### src/rtl/mac_pkg.sv
// Shared definitions for the MAC datapath and its stream controller:
// default sizes, operand/accumulator types and the controller FSM states.
package mac_pkg;

  localparam int DEF_WIDTH = 8;
  localparam int DEF_DEPTH = 16;

  typedef logic signed [DEF_WIDTH-1:0]   op_t;
  typedef logic signed [2*DEF_WIDTH-1:0] acc_t;

  typedef enum logic [2:0] {
    IDLE,
    CLEAR,
    STREAM,
    DRAIN,
    DONE
  } state_e;

endpackage

### src/rtl/mac_stream_ctrl_if.sv
// Bundle of buffer-write, start, MAC operand and result-handshake signals.
// master = the stream controller, slave = the surrounding layer/MAC side.
interface mac_stream_ctrl_if #(
  parameter int WIDTH = 8,
  parameter int DEPTH = 16
);
  localparam int AW = $clog2(DEPTH);

  logic                      wr_en;
  logic [AW-1:0]             wr_addr;
  logic signed [WIDTH-1:0]   wr_w;
  logic signed [WIDTH-1:0]   wr_x;
  logic                      start;
  logic [AW:0]               len;
  logic                      busy;
  logic                      mac_clr;
  logic                      mac_en;
  logic signed [WIDTH-1:0]   mac_w;
  logic signed [WIDTH-1:0]   mac_x;
  logic signed [2*WIDTH-1:0] mac_acc;
  logic                      res_valid;
  logic                      res_ready;
  logic [WIDTH-1:0]          res_data;

  modport master (
    input  wr_en, wr_addr, wr_w, wr_x, start, len, mac_acc, res_ready,
    output busy, mac_clr, mac_en, mac_w, mac_x, res_valid, res_data
  );

  modport slave (
    output wr_en, wr_addr, wr_w, wr_x, start, len, mac_acc, res_ready,
    input  busy, mac_clr, mac_en, mac_w, mac_x, res_valid, res_data
  );

endinterface

### src/rtl/mac_stream_ctrl_relu.sv
// relu_narrow: combinational 2N -> N ReLU. With RELU_SAT_EN defined, positive
// values above 2^N-1 saturate to all-ones; otherwise they are truncated.
module relu_narrow #(
  parameter int WIDTH = 8
) (
  input  logic signed [2*WIDTH-1:0] acc_i,
  output logic [WIDTH-1:0]          res_o
);

  logic positive;
  assign positive = !acc_i[2*WIDTH-1] && (|acc_i);

  // NOTE: every output gets a default first so no path leaves it unassigned (no latch).
  always_comb begin
    res_o = '0;
    if (positive) begin
`ifdef RELU_SAT_EN
      if (|acc_i[2*WIDTH-1:WIDTH]) res_o = '1;
      else                         res_o = acc_i[WIDTH-1:0];
`else
      res_o = acc_i[WIDTH-1:0];
`endif
    end
  end

endmodule

### src/rtl/mac_stream_ctrl.sv
// Streams buffered (w, x) pairs into the MAC, then returns ReLU(acc) over
// valid/ready. Optional saturation in relu_narrow via RELU_SAT_EN.
module mac_stream_ctrl
  import mac_pkg::*;
#(
  parameter  int WIDTH = DEF_WIDTH,
  parameter  int DEPTH = DEF_DEPTH,
  localparam int AW    = $clog2(DEPTH)
) (
  input  logic              clk,
  input  logic              rst,
  mac_stream_ctrl_if.master bus
);

  logic signed [WIDTH-1:0] buf_w [DEPTH];
  logic signed [WIDTH-1:0] buf_x [DEPTH];

  state_e                  state_q;
  logic [AW-1:0]           idx_q;
  logic [AW:0]             len_q;
  logic                    busy_q;
  logic                    clr_q;
  logic                    en_q;
  logic                    valid_q;
  logic signed [WIDTH-1:0] w_q;
  logic signed [WIDTH-1:0] x_q;
  logic [WIDTH-1:0]        res_q;

  logic [AW:0]             len_d;
  logic [AW-1:0]           idx_d;
  logic                    last_d;
  logic [WIDTH-1:0]        relu_d;

  assign len_d  = (bus.len > (AW+1)'(DEPTH)) ? (AW+1)'(DEPTH) : bus.len;
  assign idx_d  = idx_q + AW'(1);
  assign last_d = ({1'b0, idx_q} == (len_q - (AW+1)'(1)));

  relu_narrow #(.WIDTH(WIDTH)) u_relu (
    .acc_i (bus.mac_acc),
    .res_o (relu_d)
  );

  // NOTE: the pair buffer is plain storage with no reset; only control state is reset.
  always_ff @(posedge clk) begin
    if (bus.wr_en && !busy_q) begin
      buf_w[bus.wr_addr] <= bus.wr_w;
      buf_x[bus.wr_addr] <= bus.wr_x;
    end
  end

  always_ff @(posedge clk or posedge rst) begin
    if (rst) begin
      state_q <= IDLE;
      idx_q   <= '0;
      len_q   <= '0;
      busy_q  <= 1'b0;
      clr_q   <= 1'b0;
      en_q    <= 1'b0;
      valid_q <= 1'b0;
      w_q     <= '0;
      x_q     <= '0;
      res_q   <= '0;
    end else begin
      unique case (state_q)
        IDLE: begin
          if (bus.start) begin
            state_q <= CLEAR;
            busy_q  <= 1'b1;
            clr_q   <= 1'b1;
            idx_q   <= '0;
            len_q   <= len_d;
          end
        end
        CLEAR: begin
          clr_q <= 1'b0;
          idx_q <= '0;
          if (len_q != '0) begin
            state_q <= STREAM;
            en_q    <= 1'b1;
            w_q     <= buf_w[0];
            x_q     <= buf_x[0];
          end else begin
            state_q <= DRAIN;
          end
        end
        STREAM: begin
          // Outputs already carry pair idx_q; stop once the last pair is on the bus.
          if (last_d) begin
            en_q    <= 1'b0;
            state_q <= DRAIN;
          end else begin
            idx_q <= idx_d;
            w_q   <= buf_w[idx_d];
            x_q   <= buf_x[idx_d];
          end
        end
        DRAIN: begin
          res_q   <= relu_d;
          valid_q <= 1'b1;
          state_q <= DONE;
        end
        DONE: begin
          if (bus.res_ready) begin
            valid_q <= 1'b0;
            busy_q  <= 1'b0;
            state_q <= IDLE;
          end
        end
        default: state_q <= IDLE;
      endcase
    end
  end

  assign bus.busy      = busy_q;
  assign bus.mac_clr   = clr_q;
  assign bus.mac_en    = en_q;
  assign bus.mac_w     = w_q;
  assign bus.mac_x     = x_q;
  assign bus.res_valid = valid_q;
  assign bus.res_data  = res_q;

endmodule

### src/flat_wrapper.sv
// flat-port wrapper written by rule: the top's interface ports become plain ports
module mac_stream_ctrl_flat import mac_pkg::*;
#(
  parameter  int WIDTH = DEF_WIDTH,
  parameter  int DEPTH = DEF_DEPTH,
  localparam int AW    = $clog2(DEPTH)
)
  (clk, rst, bus_wr_en, bus_wr_addr, bus_wr_w, bus_wr_x, bus_start, bus_len, bus_mac_acc, bus_res_ready, bus_busy, bus_mac_clr, bus_mac_en, bus_mac_w, bus_mac_x, bus_res_valid, bus_res_data);
  mac_stream_ctrl_if #(.WIDTH(WIDTH), .DEPTH(DEPTH)) bus_i ();
  input  logic clk;
  input  logic rst;
  input wire logic [$bits(bus_i.wr_en)-1:0] bus_wr_en;
  input wire logic [$bits(bus_i.wr_addr)-1:0] bus_wr_addr;
  input wire logic [$bits(bus_i.wr_w)-1:0] bus_wr_w;
  input wire logic [$bits(bus_i.wr_x)-1:0] bus_wr_x;
  input wire logic [$bits(bus_i.start)-1:0] bus_start;
  input wire logic [$bits(bus_i.len)-1:0] bus_len;
  input wire logic [$bits(bus_i.mac_acc)-1:0] bus_mac_acc;
  input wire logic [$bits(bus_i.res_ready)-1:0] bus_res_ready;
  output wire logic [$bits(bus_i.busy)-1:0] bus_busy;
  output wire logic [$bits(bus_i.mac_clr)-1:0] bus_mac_clr;
  output wire logic [$bits(bus_i.mac_en)-1:0] bus_mac_en;
  output wire logic [$bits(bus_i.mac_w)-1:0] bus_mac_w;
  output wire logic [$bits(bus_i.mac_x)-1:0] bus_mac_x;
  output wire logic [$bits(bus_i.res_valid)-1:0] bus_res_valid;
  output wire logic [$bits(bus_i.res_data)-1:0] bus_res_data;
  assign bus_i.wr_en = bus_wr_en;
  assign bus_i.wr_addr = bus_wr_addr;
  assign bus_i.wr_w = bus_wr_w;
  assign bus_i.wr_x = bus_wr_x;
  assign bus_i.start = bus_start;
  assign bus_i.len = bus_len;
  assign bus_i.mac_acc = bus_mac_acc;
  assign bus_i.res_ready = bus_res_ready;
  assign bus_busy = bus_i.busy;
  assign bus_mac_clr = bus_i.mac_clr;
  assign bus_mac_en = bus_i.mac_en;
  assign bus_mac_w = bus_i.mac_w;
  assign bus_mac_x = bus_i.mac_x;
  assign bus_res_valid = bus_i.res_valid;
  assign bus_res_data = bus_i.res_data;
  mac_stream_ctrl #(.WIDTH(WIDTH), .DEPTH(DEPTH)) u_core (.clk(clk), .rst(rst), .bus(bus_i));
endmodule
### config.mk
export PLATFORM = sky130hd
export DESIGN_NAME = mac_stream_ctrl_flat
export DESIGN_NICKNAME = d
export VERILOG_FILES = /design/src/rtl/mac_pkg.sv /design/src/rtl/mac_stream_ctrl_if.sv /design/src/rtl/mac_stream_ctrl_relu.sv /design/src/rtl/mac_stream_ctrl.sv /design/src/flat_wrapper.sv
export SDC_FILE = /design/constraint.sdc
export NUM_CORES = 1
export LEC_CHECK = 0
export ABC_AREA = 1
export CORE_UTILIZATION = 50
export CTS_CLUSTER_DIAMETER = 120
export DETAILED_ROUTE_END_ITERATION = 8
export GPL_TIMING_DRIVEN = 0
export PLACE_DENSITY = 0.71
export REMOVE_ABC_BUFFERS = 1
export SLEW_MARGIN = 20
export SYNTH_ARGS = -nofsm -noshare
export SYNTH_HDL_FRONTEND = slang
export SYNTH_HIERARCHICAL = 1
export SYNTH_SLANG_ARGS = --single-unit
### constraint.sdc
create_clock -name clk -period 2.3 [get_ports clk]
set_input_delay 0.46 -clock clk [delete_from_list [all_inputs] [get_ports clk]]
set_output_delay 0.46 -clock clk [all_outputs]
set_load 0.005 [all_outputs]
* Word-level counts from Yosys, hierarchy flattened
Memories as Yosys holds them, arrays and structs flattened.
Index checks and enable logic that the tools add are counted.
** Word-level totals
- Bits in registers :: 40
- RAM bits :: 256
- Bits of input ports :: 46
- Output and inout port bits :: 28
- Word-level logic and storage cells :: 71
- Memories :: 2
** Memory list
- u_core.buf_w :: depth 16, width 8, rd ports 2, clocked after Yosys merged registers in 0, wr ports 1, RTL line mac_stream_ctrl.sv:15 : logic signed [WIDTH-1:0] buf_w [DEPTH];
- u_core.buf_x :: depth 16, width 8, rd ports 2, clocked after Yosys merged registers in 0, wr ports 1, RTL line mac_stream_ctrl.sv:16 : logic signed [WIDTH-1:0] buf_x [DEPTH];
** Cells by class
- Add/sub/neg operators :: 2
- $lt $le $gt $ge :: 1
- Equality and inequality tests :: 10
- Mux-type cells :: 26
- Reduce and logical (&&, ||, !) cells :: 20
** Operators with widths (count)
- 8-bit 2-to-1 mux :: 5
- 8-bit one-hot mux with 2 select lines :: 2
- 16-bit OR reduction :: 1
- 3-bit one-hot mux with 5 select lines :: 1
- 3-bit AND reduction :: 5
- 4-bit one-hot mux with 3 select lines :: 1
- 3-bit 2-to-1 mux :: 3
- 4-bit 2-to-1 mux :: 2
- 1-bit one-hot mux with 2 select lines :: 4
- 2-bit nonzero test :: 4
- 1-bit 2-to-1 mux :: 7
- 3-bit by 2-bit equality test with 1-bit output, second input constant :: 2
- 2-bit != test, second input constant :: 3
- 2-bit AND reduction :: 3
- 4-bit by 5-bit equality test with 1-bit output :: 1
- 5-bit greater-than comparator, second input constant :: 1
- 5-bit 2-to-1 mux :: 1
- 5-bit nonzero test :: 1
- 5-bit by 1-bit subtractor with 5-bit output, second input constant :: 1
- 4-bit by 1-bit adder with 4-bit output, second input constant :: 1
- 2-bit by 1-bit != test with 1-bit output, second input constant :: 2
- 3-bit by 1-bit equality test with 1-bit output, second input constant :: 1
- 3-bit equality test, second input constant :: 1
- 3-bit logical NOT :: 1
- other kinds (3) :: 5

* Depth between registers and ports, before layout
- Depth after elaboration :: 4
- Mapped depth :: 12
- Gate-level depth less buffers :: 12

* Hierarchy
The synthesis kept the hierarchy.
** By module, submodules not included
- mac_stream_ctrl :: times used 1, cells an instance 1266, area each 12848.6 µm², sequential area each 8688.3 µm²
- relu_narrow :: times used 1, cells an instance 33, area each 131.4 µm², sequential area each 0.0 µm²

* Worst setup path before layout
Ideal clock, no wire load.
- Path type :: input to register
- Start point :: input bus_wr_en
- End point :: memory u_core.buf_w[0][0], enable pin
- Setup time :: 409 ps
- Arrival :: 1817 ps
- Required time :: 1891 ps
- Path slack :: 74 ps
- Stages :: 2
- Buffers on the path :: 0
- Cells stage by stage :: nand2_1 nor3_1
** On the way
- Longest elaborated chain between the ends :: 3
** Ends and longest elaborated chain
- from (decl) :: RTL line flat_wrapper.sv:12 : input wire logic [$bits(bus_i.wr_en)-1:0] bus_wr_en;
- 1-bit logical AND :: RTL line mac_stream_ctrl.sv:45 : if (bus.wr_en && !busy_q) begin
- 1-bit 2-to-1 mux :: RTL line mac_stream_ctrl.sv:45
- 1-bit 2-to-1 mux (implied by the code) :: RTL line mac_stream_ctrl.sv:46 : buf_w[bus.wr_addr] <= bus.wr_w;
- to (decl) :: RTL line mac_stream_ctrl.sv:15
Every way passes these cells.

* Final worst setup path
- Start point :: register u_core.busy_q (netlist: u_core/bus.busy)
- End point :: memory u_core.buf_x[12][4], enable pin
** On the way
- Longest elaborated chain between the ends :: 4
** Ends and longest elaborated chain
- from (decl) :: RTL line mac_stream_ctrl.sv:21 : logic busy_q;
- from (signal assigned) :: RTL line mac_stream_ctrl.sv:56 : busy_q <= 1'b0;
- from (signal assigned) :: RTL line mac_stream_ctrl.sv:68 : busy_q <= 1'b1;
- from (signal assigned) :: RTL line mac_stream_ctrl.sv:105 : busy_q <= 1'b0;
- 1-bit logical NOT :: RTL line mac_stream_ctrl.sv:45
- 1-bit logical AND :: RTL line mac_stream_ctrl.sv:45
- 1-bit 2-to-1 mux :: RTL line mac_stream_ctrl.sv:45
- 1-bit 2-to-1 mux (implied by the code) :: RTL line mac_stream_ctrl.sv:47 : buf_x[bus.wr_addr] <= bus.wr_x;
- to (decl) :: RTL line mac_stream_ctrl.sv:16
Every way passes these cells.

==> results.py <==
metrics = {
    "run_status": {
        "status": "finished, final reports clean",
    },
    "route": {
        "viasPerCell": 5.34,
        "drt-initial-drc-count": 892,
        "drc": 0,
        "wl_per_cell_um": 18.1,
        "drt_wl_total_um": 31600,
        "first_pass_iters": 5,
        "vias": 9344,
        "ant_nets": 0,
    },
    "place": {
        "pre_cts_ws_ps": -568,
        "portBuffers": 73,
        "hpwl_um": 18100,
        "place.gp.congestion": 0.811,
    },
    "die": {
        "core-area_um2": 25300,
        "die_y_um": 163,
        "fp-row-count": 58,
        "start_util": 0.512,
        "io_pins": 74,
        "die_width_um": 163,
        "dieArea_um2": 26600,
    },
    "timing": {
        "fin_crit_ps": 2280,
        "slew_violations": 0,
        "max_freq_ghz": 0.438,
        "hold_viol_final": 0,
        "rsz0062_at_grt": "yes",
        "min_period_over_period": 0.993,
        "skew_ps": 6.20,
        "tns_ps": 0,
        "tightestPinTransition_ps": 805,
        "maxSlewHeadroom": 0.461,
        "worst_slack_ps": 16.9,
        "setup_viol_count_final": 0,
    },
    "worst_setup_path": {
        "rr_endpoint": "u_core/buf_x[12][4]",
        "start_kind": "register",
        "crit_required_ps": 2550,
        "critPathCapture": "u_core/buf_x[12][4]",
        "reg2reg_from": "u_core/bus.busy",
        "r2r_cells": 6,
        "path_max_fanout": 10,
        "crit_type": "reg2reg",
        "arrival_ps": 2530,
        "cp-startpoint": "u_core/bus.busy",
        "reg2reg_slack_ps": 20,
        "end_kind": "register",
    },
    "global_routing": {
        "antenna_found_initial": 0,
        "grt_pass1_vias": 8944,
        "grt-ovfl-total": 0,
        "global_route.usage.total": 0.241,
        "grt_max_degree": 42,
        "grt_pass1_wl_um": 48600,
    },
    "final_layout": {
        "drive_gt1_frac": 0.100,
        "areaGrowthSynthToFinish_pct": 21.5,
        "antennaDiodeCount": 0,
        "fin_nets": 1444,
    },
    "power_and_ir_drop": {
        "leakage_uw": 0.00653,
        "ir_drop_v": 0.000632,
        "p_per_area_nw_per_um2": 1090,
    },
    "clocking": {
        "clock_latency_ps": 540,
        "cts_buffer_depth": 3,
        "cts_root_buffer": "clkbuf_16",
        "postCtsHoldBufs": 0,
        "cts_tree": "built",
        "cts_buffers": 30,
        "cts_max_level": 1,
        "cts_sinks": 296,
        "clkTransAtPathRegs_ps": 60,
    },
    "yosys": {
        "synth_async_sr_flop_share": 0.135,
        "yosys_warnings": 6,
        "syn_inst": 1299,
        "avgSynthCellArea_um2": 9.99,
        "synth_seq_area_share": 0.669,
        "ys_ff_latch": 296,
        "synth-edff-count": 256,
        "synth_flop_cell": "edfxtp_1",
        "synth.distinct_cells": 30,
        "syn_area_um2": 13000,
    },
    "run": {
        "cap_viol_max_count": 0,
    },
    "min_path": {
        "worstHoldPathType": "in2async",
    },
}
==> how the worst min path moves through the flow <==
stage,start,endpoint,slack (ps),depth (start not counted)
final,rst,u_core/bus.res_data[4],220,2
after global routing,rst,u_core/bus.res_data[4],230,2
after CTS,rst,u_core/bus.res_data[1],220,2
after detailed placement,u_core/bus.mac_x[5],u_core/bus.mac_x[5],480,2
after global placement,u_core/bus.mac_clr,u_core/bus.mac_clr,460,2
after floorplan,u_core/bus.mac_clr,u_core/bus.mac_clr,470,2
==> layer usage <==
layer,up-vias,part of all wire,global-route usage
li1,4422,-,-
met1,4429,0.41,0.312
met5,-,0,0
met2,426,0.49,0.424
met4,0,0.022,0.0624
met3,67,0.083,0.0353
==> cell usage after synthesis (3+ instances only) <==
cell / number / area, um^2
mux2_2: 8 / 90.1
clkbuf_1: 26 / 97.6
edfxtp_1: 256 / 7690
dfrtp_1: 40 / 1000
o21ai_1: 16 / 80.1
buf_1: 3 / 11.3
buf_4: 5 / 37.5
nand3_1: 156 / 781
nor3_1: 10 / 50.1
buf_2: 23 / 115
nand2_1: 331 / 1240
inv_1: 178 / 668
o21ai_0: 60 / 300
nor2_1: 166 / 623
==> sequential cells by signal, indices dropped and copies added (netlist names) <==
name	flops
u_core/bus.mac_x	8
u_core/bus.res_valid	1
u_core/bus.mac_w	8
u_core/bus.res_data	8
u_core/bus.mac_clr	1
u_core/buf_x	128
u_core/buf_w	128
u_core/state_q	3
u_core/idx_q	4
u_core/bus.mac_en	1
u_core/len_q	5
u_core/bus.busy	1
==> cell type report <==
class	count	area, um^2
clock inverters	15	178
clock buffers	41	881
repair inverters	1	7.51
flip-flops and latches	296	8690
repair buffers	122	1420
well taps	330	413
multi-input cells	765	3490
inverters	180	698
fillers	1896	9550
==> power breakdown <==
| part | switching, uW | internal [uW] | total (uW) |
|---|---|---|---|
| Combinational | 3400 | 2290 | 5690 |
| Sequential | 262 | 6210 | 6470 |
| Clock | 1980 | 3120 | 5090 |
==> layout by cell type (no fill, tap or decap), drive strengths merged <==
master / instances
edfxtp: 256
clkdlybuf4s50: 73
clkbuf: 42
nand2: 334
o21ai: 76
xnor2: 1
xor2: 3
clkinv: 9
o41ai: 1
a21oi: 3
bufinv: 4
dfrtp: 40
buf: 45
mux2: 8
ha: 2
nor4: 1
nand3: 157
nor3: 10
inv: 180
clkinvlp: 3
nor2: 168
bufbuf: 3
o211ai: 1
==> per-stage QoR <==
step / instance area, um^2 / hold WS, ps / total power (uW) / cells / utilization
floorplan: 12700 / 474 / 9600 / 1241 / -
global placement: 13900 / 464 / 11100 / 1644 / 0.547
detailed placement: 14400 / 478 / 11600 / 1675 / 0.569
CTS: 15700 / 215 / 17200 / 1746 / 0.620
global route: 15800 / 229 / 18200 / 1750 / 0.623
finish: 15800 / 217 / 17200 / 1750 / 0.623
==> kinds of logic after synthesis <==
| logic type | count (synthesis) | share of synthesized area |
|---|---|---|
| xor+xnor | 4 | 0.00386 |
| flops | 296 | 0.669 |
| buf+inv | 238 | 0.0726 |
| mux | 8 | 0.00694 |
| fa+ha+maj | 2 | 0.00193 |
| compound gates | 81 | 0.0326 |
| simple gates | 670 | 0.213 |
==> worst max-delay path, stage by stage, from the launching register on <==
cell,delay (ps)
dfrtp_1,370
inv_1,170
nand2_1,300
inv_1,160
nand3_1,230
nor2_2,530
buf_8,230
==> timing repair <==
item | 4_1_cts | 5_1_grt
resized for setup | 4 | 7
cloned | 5 | 1
pin swaps | 3 | 2
setup buffers | 10 | 3
setup endpoints to repair | 30 | 91
Note: power is estimated with default switching activity, not from simulation.
